File: src/rtl/bwd_pipe.sv
// bwd_pipe: single-entry skid buffer that registers the backward (ready)
// path while keeping a zero-latency forward path when the skid is empty.
// A saturating counter records how many cycles a valid beat was held off
// by the downstream side.
module bwd_pipe #(
    parameter int DATA_W = 256,
    parameter int CNT_W  = 16
) (
    input  logic              clk,
    input  logic              rst_n,
    input  logic              f_valid_in,
    input  logic [DATA_W-1:0] f_data_in,
    output logic              f_ready_out,
    output logic              b_valid_out,
    output logic [DATA_W-1:0] b_data_out,
    input  logic              b_ready_in,
    input  logic              flush,
    input  logic              stall_clr,
    output logic [CNT_W-1:0]  stall_cnt,
    output logic              occ
);

    typedef enum logic [0:0] {
        ST_EMPTY = 1'b0,
        ST_FULL  = 1'b1
    } state_t;

    state_t              r_state;
    state_t              w_state_nxt;
    logic                r_ready;
    logic                w_capture;
    logic [DATA_W-1:0]   r_skid;
    logic [CNT_W-1:0]    r_stall_cnt;
    logic [CNT_W-1:0]    w_cnt_max;
    logic                w_stall;

    assign w_cnt_max   = {CNT_W{1'b1}};
    assign f_ready_out = r_ready;
    assign occ         = (r_state == ST_FULL);
    assign stall_cnt   = r_stall_cnt;
    assign w_stall     = b_valid_out & ~b_ready_in;

    // Next-state, capture strobe and forward outputs; flush overrides everything.
    always_comb begin
        w_state_nxt = r_state;
        w_capture   = 1'b0;
        b_valid_out = 1'b0;
        b_data_out  = f_data_in;
        case (r_state)
            ST_EMPTY: begin
                b_data_out = f_data_in;
                if (flush) begin
                    b_valid_out = 1'b0;
                    w_state_nxt = ST_EMPTY;
                end else begin
                    b_valid_out = f_valid_in;
                    if (f_valid_in && !b_ready_in) begin
                        w_state_nxt = ST_FULL;
                        w_capture   = 1'b1;
                    end else begin
                        w_state_nxt = ST_EMPTY;
                    end
                end
            end
            ST_FULL: begin
                b_data_out = r_skid;
                if (flush) begin
                    b_valid_out = 1'b0;
                    w_state_nxt = ST_EMPTY;
                end else begin
                    b_valid_out = 1'b1;
                    if (b_ready_in) begin
                        w_state_nxt = ST_EMPTY;
                    end else begin
                        w_state_nxt = ST_FULL;
                    end
                end
            end
            default: begin
                b_valid_out = 1'b0;
                w_state_nxt = ST_EMPTY;
            end
        endcase
    end

    // State register plus a dedicated ready flop so f_ready_out never sees b_ready_in.
    always_ff @(posedge clk) begin
        if (!rst_n) begin
            r_state <= ST_EMPTY;
            r_ready <= 1'b1;
        end else begin
            r_state <= w_state_nxt;
            r_ready <= (w_state_nxt == ST_EMPTY);
        end
    end

    // Skid data only loads on the EMPTY->FULL capture edge.
    always_ff @(posedge clk) begin
        if (!rst_n) begin
            r_skid <= {DATA_W{1'b0}};
        end else if (w_capture) begin
            r_skid <= f_data_in;
        end else begin
            r_skid <= r_skid;
        end
    end

    // Saturating backpressure counter; clear wins over increment, flush leaves it alone.
    always_ff @(posedge clk) begin
        if (!rst_n) begin
            r_stall_cnt <= {CNT_W{1'b0}};
        end else if (stall_clr) begin
            r_stall_cnt <= {CNT_W{1'b0}};
        end else if (w_stall && (r_stall_cnt != w_cnt_max)) begin
            r_stall_cnt <= r_stall_cnt + {{(CNT_W-1){1'b0}}, 1'b1};
        end else begin
            r_stall_cnt <= r_stall_cnt;
        end
    end

endmodule

File: config.mk
export PLATFORM = sky130hd
export DESIGN_NAME = bwd_pipe
export DESIGN_NICKNAME = d
export VERILOG_FILES = /design/src/rtl/bwd_pipe.sv
export SDC_FILE = /design/constraint.sdc
export NUM_CORES = 1
export LEC_CHECK = 0
export CAP_MARGIN = 15
export CORE_AREA = 8 8 203 205
export DETAILED_ROUTE_END_ITERATION = 16
export DIE_AREA = 0 0 211 213
export GPL_ROUTABILITY_DRIVEN = 0
export PLACE_DENSITY = 0.71
export SYNTH_ARGS = -nofsm -noshare
export SYNTH_HDL_FRONTEND = slang
export SYNTH_SLANG_ARGS = --single-unit
File: constraint.sdc
create_clock -name clk -period 1.76 [get_ports clk]
set_input_delay 0.176 -clock clk [delete_from_list [all_inputs] [get_ports clk]]
set_output_delay 0.176 -clock clk [all_outputs]
set_load 0.05 [all_outputs]
==> results_dict.tcl <==
set metrics [dict create \
    finalCritPeriodShare 1.19 \
    port_buffers 536 \
    fin_crit_ns 2.09 \
    fp.dieH_um 213 \
    layout_commonest_cell "nand2_1" \
    synth_cells 1510 \
    mostFrequentLayoutCells "nand2_1 (525), dfxtp_1 (262), clkdlybuf4s50_1 (261), a21boi_0 (248), buf_6 (175)" \
    p_total_mw 18.0 \
    syn_to_final_growth_pct 73.8 \
    critPathLaunchType "flip-flop" \
    ant_nets 0 \
    grt_pass1_wl_um 73000 \
    antenna_found_initial 1 \
    async_reset_ff_frac 0 \
    ys_ff_latch 274 \
    yosysSeqAreaShare 0.414 \
    nNetsFinal 2343 \
    grt_max_degree 105 \
    drive_gt1_frac 0.342 \
    gr-total-overflow 0 \
    pre_cts_ws_ns -0.443 \
    initial_core_util 0.348 \
    ir_worst_vdd_v 0.000742 \
    grt_usage 0.202 \
    dieArea_mm2 0.0449 \
    path_max_fanout 10 \
    cts_max_path_buffers 3 \
    io_pins 537 \
    dp_hpwl_um 34600 \
    dp_cells 2509 \
    vias_per_cell 5.04 \
    num_rows 72 \
    synth_edf_count 0 \
    post_drt_wl_per_cell_um 21.1 \
    p_leak_nw 8.97 \
    design_area_mm2 0.0230 \
    placed_cell_area_mm2 0.0189 \
    hold_slack_ns 0.235 \
    clock_skew_ns 0.00830 \
    status "finished with violations" \
    fin_ws_ns -0.330 \
    setup_viol 492 \
    clk_pin_slew_ns 0.06 \
    wl_um 55300 \
    crit_type "flip-flop to output pin" \
    tritoncts "yes" \
    syn_nets 1773 \
    cp.arrival_ns 1.91 \
    violations "negative setup slack" \
    cts_max_level 2 \
    tightest_slew_ns 0.549 \
    hp-class "input pin to flip-flop" \
    num_vias 13200 \
    grt_pass1_vias 12800 \
    drc 0 \
    dr.first_iter.drc_count 697 \
    end_kind "output pin" \
    slew_headroom 0.633 \
    syn_area_mm2 0.0133 \
    clk_latency_ns 0.53 \
    rsz0062_at_grt "true" \
    hold_viol_final 0 \
    max_freq_mhz 479 \
    cts_buffers 34 \
    fin_util 0.605 \
    finalSetupTns_ns -84.72 \
    required_ns 1.58 \
    maxCapViolations 0 \
    drt_pass1_iterations 5 \
    core_mm2 0.0381 \
    ys_warn_count 0 \
    root_buffer "clkbuf_16" \
    clock-sinks 274 \
    ys_types 35 \
    die_w_um 211 \
    synthFlopType "dfxtp_1" \
    power.density_mw_per_mm2 783 \
    slew_viol_final 0 \
    syn_area_per_cell_um2 8.78 \
    final_cells 2623 \
]
## worst paths after layout
kind / from / endpoint / slack [ns] / cells past startpoint
max: occ / b_data_out[131] / -0.33 / 5
min reg2reg: r_skid[191] / r_skid[191] / 0.46 / 2
min: f_data_in[189] / r_skid[189] / 0.23 / 3
max reg2reg: occ / stall_cnt[5] / -0.27 / 8
## cells in the mapped netlist (all sizes together), types with 2 or more instances
cell type	count	share of area
o21ai	5	0.0019
nand2	525	0.15
clkbuf	93	0.027
nor4b	2	0.0013
inv	2	0.00057
or3	2	0.00094
or4	4	0.0023
nor4	5	0.0024
dfxtp	274	0.41
a211oi	2	0.0011
nand4	5	0.0024
nand4b	2	0.0013
o31ai	3	0.0017
a21boi	256	0.15
buf	24	0.0090
nor2	7	0.0020
mux2	256	0.22
and4	2	0.0013
mux2i	5	0.0038
a21oi	8	0.0030
nor3	4	0.0015
nand2b	7	0.0033
nand3	7	0.0026
## cell type report
cell class,count,area (um2)
clock inverters,7,47.5
well taps,518,648
diodes,2,5.00
clock buffers,52,1020
repair buffers,651,7840
inverters,2,7.51
flip-flops and latches,274,5510
fillers,3067,15100
multi-input cells,1117,7960
## logic make-up (layout without fill, tap and decap cells)
kind of cell               Yosys count  in the layout  synth area share
adders and majority gates            1              1          0.000944
DFF                                274            274             0.414
muxes                              261            261             0.221
AOI/OAI and AO/OA                  277            277             0.154
other                                0              2                 0
and+or+nand+nor                    578            578             0.173
buffers and inverters              119            712            0.0361
## layer usage
layer | share of wire | vias up | GRT usage
li1 | - | 6238 | -
met1 | 0.40 | 6382 | 0.234
met2 | 0.50 | 486 | 0.364
met3 | 0.068 | 102 | 0.0502
met4 | 0.030 | 0 | 0.0639
met5 | 0 | - | 0
## registers in the layout, summed over array words and instances (netlist names)
name         flops
stall_cnt       16
r_skid         256
occ              1
f_ready_out      1
## critical path, cell delays in order (launching register included)
cell,delay (ns)
dfxtp_4,0.38
buf_12,0.14
clkbuf_16,0.18
buf_16,0.15
mux2_2,0.37
buf_6,0.16
## power breakdown
| group | leakage (nW) | switching [mW] | internal (mW) |
|---|---|---|---|
| Combinational | 6.22 | 2.56 | 2.19 |
| Clock | 0.517 | 2.78 | 4.00 |
| Sequential | 2.23 | 0.102 | 6.40 |
| Total | 8.97 | 5.45 | 12.6 |
## repair_timing
item	CTS	global route
resized for setup	141	392
setup buffers	8	10
cloned	7	29
hold endpoints to repair	2	0
hold buffers	1	0
endpoints found under the setup margin	346	525
pin swaps	0	3
No activity file was read; power rests on OpenSTA's default activity.
